==> config.mk <==
export PLATFORM = sky130hd
export DESIGN_NAME = peasant_dot_acc
export DESIGN_NICKNAME = d
export VERILOG_FILES = /design/src/rtl/peasant_dot_acc.sv
export SDC_FILE = /design/constraint.sdc
export NUM_CORES = 1
export LEC_CHECK = 0
export CAP_MARGIN = 20
export CORE_UTILIZATION = 50
export DETAILED_ROUTE_END_ITERATION = 7
export GPL_TIMING_DRIVEN = 0
export HOLD_SLACK_MARGIN = 0.03
export PLACE_DENSITY = 0.87
export SLEW_MARGIN = 0
export SYNTH_ARGS = -nofsm -noshare
export SYNTH_HDL_FRONTEND = slang
export SYNTH_SLANG_ARGS = --single-unit
==> constraint.sdc <==
create_clock -name clk_i -period 3.3 [get_ports clk_i]
set_clock_uncertainty 0.2 [all_clocks]
set_input_delay 0.99 -clock clk_i [delete_from_list [all_inputs] [get_ports clk_i]]
set_output_delay 0.99 -clock clk_i [all_outputs]
set_load 0.01 [all_outputs]
==> src/rtl/peasant_dot_acc.sv <==
// Dot-product accumulator behind the shift-add multiplier: sums LEN products
// captured on rising edges of the done flag and offers the sum over valid/ready.
module peasant_dot_acc #(
    parameter int N   = 16,
    parameter int LEN = 8,
    parameter int G   = 4,
    localparam int AW = 2*N + G,
    localparam int CW = $clog2(LEN + 1)
) (
    input  logic            clk_i,
    input  logic            rst_i,
    input  logic            fl_i,
    input  logic [2*N-1:0]  prod_i,
    input  logic            clear_i,
    output logic [AW-1:0]   sum_o,
    output logic            valid_o,
    input  logic            ready_i,
    output logic [CW-1:0]   cnt_o,
    output logic            ovf_o,
    output logic            drop_o,
    output logic            busy_o
);

    localparam logic [0:0]    ST_ACC  = 1'b0;
    localparam logic [0:0]    ST_HOLD = 1'b1;
    localparam logic [CW-1:0] LEN_C   = CW'(LEN);

    logic [0:0]    state_q, state_d;
    logic [AW-1:0] acc_q, acc_d;
    logic [CW-1:0] cnt_q, cnt_d;
    logic [AW-1:0] sum_q, sum_d;
    logic          valid_q, valid_d;
    logic          ovf_q, ovf_d;
    logic          drop_q, drop_d;
    logic          fl_q;

    logic          accept;
    logic          transfer;
    logic          restart;
    logic [AW-1:0] prodExt;
    logic [AW-1:0] addBase;
    logic [CW-1:0] cntBase;
    logic [CW-1:0] cntInc;
    logic [AW:0]   addFull;

    assign accept   = fl_i & ~fl_q;
    assign transfer = valid_q & ready_i;
    assign restart  = (state_q == ST_HOLD) & transfer;
    assign prodExt  = AW'(prod_i);

    // A transfer in the same cycle as an accept starts the next vector from zero.
    assign addBase  = restart ? '0 : acc_q;
    assign cntBase  = restart ? '0 : cnt_q;
    assign addFull  = {1'b0, addBase} + {1'b0, prodExt};
    assign cntInc   = cntBase + CW'(1);

    always_comb begin
        state_d = state_q;
        acc_d   = acc_q;
        cnt_d   = cnt_q;
        sum_d   = sum_q;
        valid_d = valid_q;
        ovf_d   = ovf_q;
        drop_d  = drop_q;

        if (clear_i) begin
            state_d = ST_ACC;
            acc_d   = '0;
            cnt_d   = '0;
            valid_d = 1'b0;
            ovf_d   = 1'b0;
            drop_d  = 1'b0;
        end else begin
            if (restart) begin
                state_d = ST_ACC;
                acc_d   = '0;
                cnt_d   = '0;
                valid_d = 1'b0;
                ovf_d   = 1'b0;
            end

            if (accept) begin
                if ((state_q == ST_ACC) || restart) begin
                    // A carry out of the full-width add pins the accumulator at all ones.
                    acc_d = addFull[AW] ? '1 : addFull[AW-1:0];
                    ovf_d = (restart ? 1'b0 : ovf_q) | addFull[AW];
                    cnt_d = cntInc;
                    if (cntInc == LEN_C) begin
                        state_d = ST_HOLD;
                        sum_d   = acc_d;
                        valid_d = 1'b1;
                    end
                end else begin
                    drop_d = 1'b1;
                end
            end
        end
    end

    always_ff @(posedge clk_i or negedge rst_i) begin
        if (!rst_i) begin
            state_q <= ST_ACC;
            acc_q   <= '0;
            cnt_q   <= '0;
            sum_q   <= '0;
            valid_q <= 1'b0;
            ovf_q   <= 1'b0;
            drop_q  <= 1'b0;
            fl_q    <= 1'b0;
        end else begin
            state_q <= state_d;
            acc_q   <= acc_d;
            cnt_q   <= cnt_d;
            sum_q   <= sum_d;
            valid_q <= valid_d;
            ovf_q   <= ovf_d;
            drop_q  <= drop_d;
            fl_q    <= fl_i;
        end
    end

    assign sum_o   = sum_q;
    assign valid_o = valid_q;
    assign cnt_o   = cnt_q;
    assign ovf_o   = ovf_q;
    assign drop_o  = drop_q;
    assign busy_o  = (cnt_q != '0) | valid_q;

endmodule

==> impl_metrics.toml, run 1 <==
[power_and_ir_drop]
comb_power_share = 0.358
p_clk_frac = 0.276
p_per_area_mw_per_mm2 = 356
switchingPower_mw = 0.969
intPower_mw = 1.86
leakagePower_nw = 3.24
ir_worst_vdd_mv = 0.213
seqPwrFrac = 0.365
switching_share = 0.342

[clock_tree]
cts_root_buffer = "clkbuf_8"
cts_buffers = 9
cts.clk_slew.worst_paths_ns = 0.09
htreeDepth = 3
cts_max_path_buffers = 2
cts_tree = "built"
cts.sinks = 81
clk_latency_ns = 0.37

[placed_design]
port_buffers = 79
placed_cells = 826
gp_congestion = 0.899
hpwlAfterDp_um = 10800
pre_cts_ws_ns = -1.78

[timing]
max_freq_mhz = 255
min_period_over_period = 1.19
finalSetupViolations = 73
worst_pin_slew_ns = 0.793
slew_violations = 0
fin_crit_ns = 3.92
postLayoutSetupSlackWorst_ns = -0.615
rsz0062_at_grt = "yes"
finalHoldViolCount = 0
relSlewSlack = 0.471

[drt]
wl_per_cell_um = 21.1
first_pass_iters = 4
drt_iter0_markers = 333
vias = 5535
drt_wl_total_um = 18700
via_per_inst = 6.24
route.detailed.drc = 0
ant_nets = 0

[synth]
async_flop_share = 1.00
synth.area.mux_share = 0.00191
syn_nets = 685
syn_avg_cell_area_um2 = 8.54
synth_simple_gate_area_frac = 0.209
ys_ff_latch = 81
synthCells = 613
synth_xor_area_frac = 0.0602
synth_top_family_by_area = "compound AO/OA/AOI/OAI gates"
yosysSeqAreaShare = 0.387
yosys_warnings = 0
synth_area_mm2 = 0.00523
synth-edff-count = 0
synth_cell_types = 55
synthAdderAreaFrac = 0.0851
ys.flop_type = "dfrtp_1"
synth_compound_area_frac = 0.224

[floorplan]
start_util = 0.526
core-area_mm2 = 0.00995
ios = 81
die_h_um = 104
fp-row-count = 36
die_x_um = 104
die_area_mm2 = 0.0109

[grt]
grt_max_degree = 55
grtUsageMet1 = 0.420
met3_usage = 0.0376
grt_pass1_wl_um = 27500
grt_overflow_total = 0
grt_use_total = 0.318
antenna_found_initial = 0
grt_use_met2 = 0.536
first_global_vias = 5411
grt.busiest_layer = "met2"

[hold_path]
hold_depth = 2
hp-start = "sum_o[6]"
min_path_type = "flip-flop to flip-flop"
min_to = "sum_o[6]"

[setup_path]
cp-end-kind = "flip-flop"
critPathKind = "input port to flip-flop"
rrSetupSlack_ns = -0.48
r2r.worst_path.cells = 16
r2r-start = "valid_o"
crit_start = "ready_i"
reg2reg_to = "sum_o[35]"
cp-start-kind = "input port"
critPathRequiredTime_ns = 3.31
critPathMaxFanout = 10
cp.arrival_ns = 3.93

[layout]
nFillCells = 595
final-instance-count-excl-fill = 887
syn_to_final_growth_pct = 51.8
drive_gt1_frac = 0.322
antenna-diode-count = 0
nets = 822

[job]
cap_violations = 0

[status]
status = "finished with violations"
violations = "setup timing"
[layer usage]
metal / vias up / share of wire
li1: 2445 / -
met1: 2701 / 0.41
met2: 318 / 0.48
met3: 71 / 0.067
met4: 0 / 0.042
met5: - / 0
[cell usage in the layout (no fill, tap or decap), types with 4 or more instances in the layout]
cell	instances
o21a_1	6
nand3_1	7
ha_1	13
clkbuf_8	12
a31oi_1	5
a211oi_2	28
a21oi_1	35
and2_4	7
dfrtp_1	81
a21o_1	9
nor2_4	29
nor2_1	88
o21ai_0	15
nand2_1	34
clkbuf_2	6
xnor2_1	18
nor3_1	6
buf_12	6
a21oi_2	34
a211oi_1	6
xor2_1	16
o211ai_1	4
nand4_1	5
buf_6	9
clkbuf_1	17
buf_4	34
and2_1	28
inv_1	10
ha_4	20
o21bai_1	6
clkdlybuf4s50_1	76
o21ai_2	5
[state kept, by name (all words and copies together) (netlist names)]
signal / flops
acc_q: 36
state_q: 1
cnt_o: 4
drop_o: 1
ovf_o: 1
sum_o: 36
valid_o: 1
fl_q: 1
[worst max-delay path by stage]
stage,endpoint,depth (start not counted)
after floorplan,sum_o[16],15
after global routing,sum_o[35],16
after global placement,sum_o[3],1
final,sum_o[35],17
after detailed placement,acc_q[29],14
after CTS,acc_q[16],16
[synth_stat cells (2+ instances only)]
cell       number  share of area
ha_1           34          0.081
o21a_1          6         0.0086
or3_1           3         0.0036
a21oi_1        69          0.066
and2_1         35          0.042
nor2b_1         3         0.0036
nor3_1         10         0.0096
nor2_1        119          0.085
o2111ai_1       2         0.0033
dfrtp_1        81           0.39
xor2_1         16          0.027
a21boi_0        4         0.0057
xnor2_1        20          0.033
a31oi_1         6         0.0072
nand3_1         9         0.0086
buf_2           8         0.0077
inv_1          10         0.0072
a211oi_1       35          0.050
and3_1          2         0.0024
a21o_1          9          0.013
nand4_1         5         0.0060
o21bai_1        6         0.0086
and4_1          2         0.0033
nand2_1        37          0.027
o211ai_1        4         0.0057
clkbuf_1       24          0.017
or2_2           2         0.0024
o21ai_0        22          0.021
o221ai_1        2         0.0033
nor4_1          3         0.0036
[logic make-up (layout without fill, tap and decap cells)]
| family | count (synthesis) | after routing |
|---|---|---|
| XOR/XNOR | 36 | 36 |
| buffers and inverters | 43 | 184 |
| AND/OR/NAND/NOR | 238 | 238 |
| multiplexers | 1 | 1 |
| flip-flops | 81 | 81 |
| AO/OA/AOI/OAI | 179 | 179 |
| adder cells (fa/ha/maj) | 35 | 35 |
[power groups by stage]
stage / Clock, mW / Sequential (mW) / Combinational [mW]
floorplan: 0 / 1.05 / 0.517
global placement: 0 / 1.05 / 0.691
detailed placement: 0 / 1.05 / 0.707
CTS: 0.765 / 1.03 / 0.870
global route: 0.829 / 1.04 / 1.07
finish: 0.781 / 1.03 / 1.01
[metrics by stage]
| step | setup TNS [ns] | area (um2) | hold WS [ns] | total power [mW] | utilization |
|---|---|---|---|---|---|
| CTS | -38.09 | 7530 | 0.329 | 2.67 | 0.756 |
| detailed placement | -117.77 | 6490 | 0.300 | 1.76 | 0.652 |
| global route | -41.09 | 7950 | 0.359 | 2.94 | 0.798 |
| floorplan | -39.03 | 5510 | 0.312 | 1.57 | - |
| global placement | -256.44 | 6470 | 0.290 | 1.74 | 0.650 |
| finish | -37.36 | 7950 | 0.322 | 2.83 | 0.798 |
[worst max-delay path: stages]
cell      delay [ns]
buf_8           0.08
nand3_4         0.08
clkbuf_4        0.22
and2_1          0.19
ha_1            0.39
a211oi_2        0.25
o21bai_1        0.14
a221oi_2        0.28
o21ai_2         0.11
and3_4          0.18
a211oi_4        0.31
buf_6           0.17
buf_6           0.10
buf_6           0.09
nand2_2         0.04
mux2i_1         0.16
a21oi_1         0.14
[layout make-up]
| type | instances | area [um2] | area share |
|---|---|---|---|
| buffer | 31 | 206 | 0.0260 |
| clock inverter | 2 | 37.5 | 0.00472 |
| sequential | 81 | 2030 | 0.255 |
| timing repair buffer | 128 | 1290 | 0.163 |
| multi-input combinational | 489 | 4020 | 0.506 |
| inverter | 10 | 37.5 | 0.00472 |
| clock buffer | 13 | 159 | 0.0200 |
| tap | 133 | 166 | 0.0209 |
[repair_timing]
action                                 4_1_cts  5_1_grt
buffers inserted                            31       15
endpoints found under the hold margin        0        0
gates resized for setup                    131       69
pin swaps                                   31       57
hold buffers                                 0        0
cloned                                       1        1
setup endpoints to repair                   74       74
Power figures use the tool's default switching activity.
==> run 2: changes to the inputs <==
Settings changed: SLEW_MARGIN 0 to 15.
==> results of run 2 <==
No change in the layout: final DEF, timing and power equal those of run 1.
==> run 3: changes to the inputs <==
Settings changed: CAP_MARGIN 20 to default, CORE_MARGIN from default to 3.
==> run 3 against run 2 <==
The run still ends with setup timing left. Combinational power fell by 12%. Sequential share of layout area rose by 1.5 points. First-iteration DRC count fell by 6.0%. Clock power fell by 2%. Die area rose by 7.8%. Critical path depth did not move. Total power fell by 5.2%. Final area fell by 5.6%. Maximum frequency barely moved. Non-clock buffer count fell by 15. Register-to-register slack improved by 0.02 ns. Wire length fell by 9.5%. Critical path type unchanged. Largest cell class unchanged.
==> impl_metrics.toml, run 3 (synthesis results as in run 1) <==
[layout]
antenna-diode-count = 0
drive_gt1_frac = 0.271
syn_to_final_growth_pct = 43.3
multiInputGateArea_mm2 = 0.00378
nFillCells = 662
layout_commonest_cell = "nor2_1"
nets = 807
layout_common_cells = "nor2_1 (88), dfrtp_1 (81), clkdlybuf4s50_1 (76)"
design_area_mm2 = 0.00750
ff_latch_area_mm2 = 0.00203
final_util = 0.754

[hold_path]
min_to = "drop_o"
min_path_type = "flip-flop to flip-flop"
hp-start = "drop_o"
hold_depth = 2

[drt]
wl_per_cell_um = 19.5
drt_wl_total_um = 17000
vias = 5212
via_per_inst = 5.98
drt_iter0_markers = 313
ant_nets = 0
route.detailed.drc = 0
first_pass_iters = 5

[floorplan]
fp-row-count = 36
ios = 81
die_h_um = 108
start_util = 0.526
die_x_um = 108
core-area_mm2 = 0.00995
die_area_mm2 = 0.0117

[timing]
fin_crit_ns = 3.91
finalSetupViolations = 73
max_freq_mhz = 256
tns_ns = -38.72
relSlewSlack = 0.549
slew_violations = 0
postLayoutSetupSlackWorst_ns = -0.614
rsz0062_at_grt = "yes"
finalHoldViolCount = 0
min_period_over_period = 1.19
worst_pin_slew_ns = 0.676

[clock_tree]
hold_buffers = 0
cts.clk_slew.worst_paths_ns = 0.09
cts_buffers = 9
htreeDepth = 3
clk_latency_ns = 0.38
cts_max_path_buffers = 2
cts_root_buffer = "clkbuf_8"
cts_tree = "built"
cts.sinks = 81

[placed_design]
port_buffers = 79
gp_congestion = 0.904
hpwlAfterDp_um = 11000
placed_area_mm2 = 0.00649
pre_cts_ws_ns = -1.83

[power_and_ir_drop]
intPower_mw = 1.77
leakagePower_nw = 3.10
ir_worst_vdd_mv = 0.222
comb_power_share = 0.330
p_clk_frac = 0.284
p_per_area_mw_per_mm2 = 357
switching_share = 0.339
switchingPower_mw = 0.910
seqPwrFrac = 0.385

[setup_path]
worstPathCellList = "buf_8, nand3_4, clkbuf_16, clkbuf_8, and2_1, ha_1, buf_4, a21o_1, a21o_1, a21o_1, a211oi_2, nor2_2, a211oi_4, nor3_4, buf_6, nor4_4, nor3_1"
r2r.worst_path.cells = 16
cp.buffers_inverters = 5
cpMostUsedCell = "a21o_1"
cp-end-kind = "flip-flop"
r2r-start = "valid_o"
cp.arrival_ns = 3.95
critPathRequiredTime_ns = 3.33
cp_top_family = "compound AO/OA/AOI/OAI gates"
reg2reg_to = "acc_q[32]"
rrSetupSlack_ns = -0.46
critPathKind = "input port to flip-flop"
cpMaxStageDelayCell = "a211oi_4"
cp-start-kind = "input port"
critPathMaxFanout = 10
critPathMaxStageDelay_ns = 0.28

[grt]
grt_use_total = 0.292
grt_overflow_total = 0
grt_pass1_wl_um = 26700
antenna_found_initial = 0
grt_max_degree = 53
first_global_vias = 5254

[status]
violations = "setup timing"
status = "finished with violations"

[job]
cap_violations = 0
run 3: how the worst max path moves through the flow:
stage | start | to | slack (ns) | depth (start not counted)
6_report | ready_i | acc_q[32] | -0.61 | 17
3_3_place_gp | rst_i | sum_o[3] | -1.79 | 1
3_5_place_dp | ready_i | sum_o[33] | -1.83 | 14
4_1_cts | ready_i | acc_q[26] | -0.59 | 16
2_1_floorplan | ready_i | sum_o[16] | -0.58 | 15
5_1_grt | ready_i | acc_q[32] | -0.73 | 17
run 3: timing repair:
| action | 4_1_cts | 5_1_grt |
|---|---|---|
| gates cloned | 1 | 0 |
| gates resized for setup | 102 | 33 |
| setup endpoints to repair | 74 | 74 |
| pin swaps | 33 | 25 |
| setup buffers | 26 | 7 |
run 3: cell type report:
cell class,instances,share of cell area
plain buffers,31,0.0265
inverters,10,0.00500
flip-flops and latches,81,0.270
multi-input cells,489,0.504
well taps,133,0.0222
repair buffers,113,0.147
clock buffers,10,0.0183
clock inverters,5,0.00751
run 3: tightest hold or removal path, delay by kind of cell (launching register included):
| kind | cells | cell delay (ns) |
|---|---|---|
| AND/OR/NAND/NOR | 1 | 0.07 |
| AO/OA/AOI/OAI | 1 | 0.05 |
| flip-flops | 1 | 0.36 |
run 3: power groups by stage:
stage	clock network, mW	logic (mW)	registers, mW
after CTS	0.760	0.835	1.03
after global placement	0	0.687	1.05
after global routing	0.801	0.956	1.04
final	0.762	0.885	1.03
after floorplan	0	0.517	1.05
after detailed placement	0	0.707	1.05
run 3: through the flow:
step	std cells	power [mW]	hold WS, ns
floorplan	613	1.57	0.312
global placement	825	1.74	0.290
detailed placement	826	1.76	0.296
CTS	867	2.63	0.324
global route	872	2.79	0.352
finish	872	2.68	0.315
run 3: layer usage:
metal	global-route usage	share of wire	vias up
met5	0	0	-
met4	0.107	0.024	0
met3	0.0358	0.068	38
met2	0.498	0.49	212
met1	0.383	0.42	2556
li1	-	-	2406
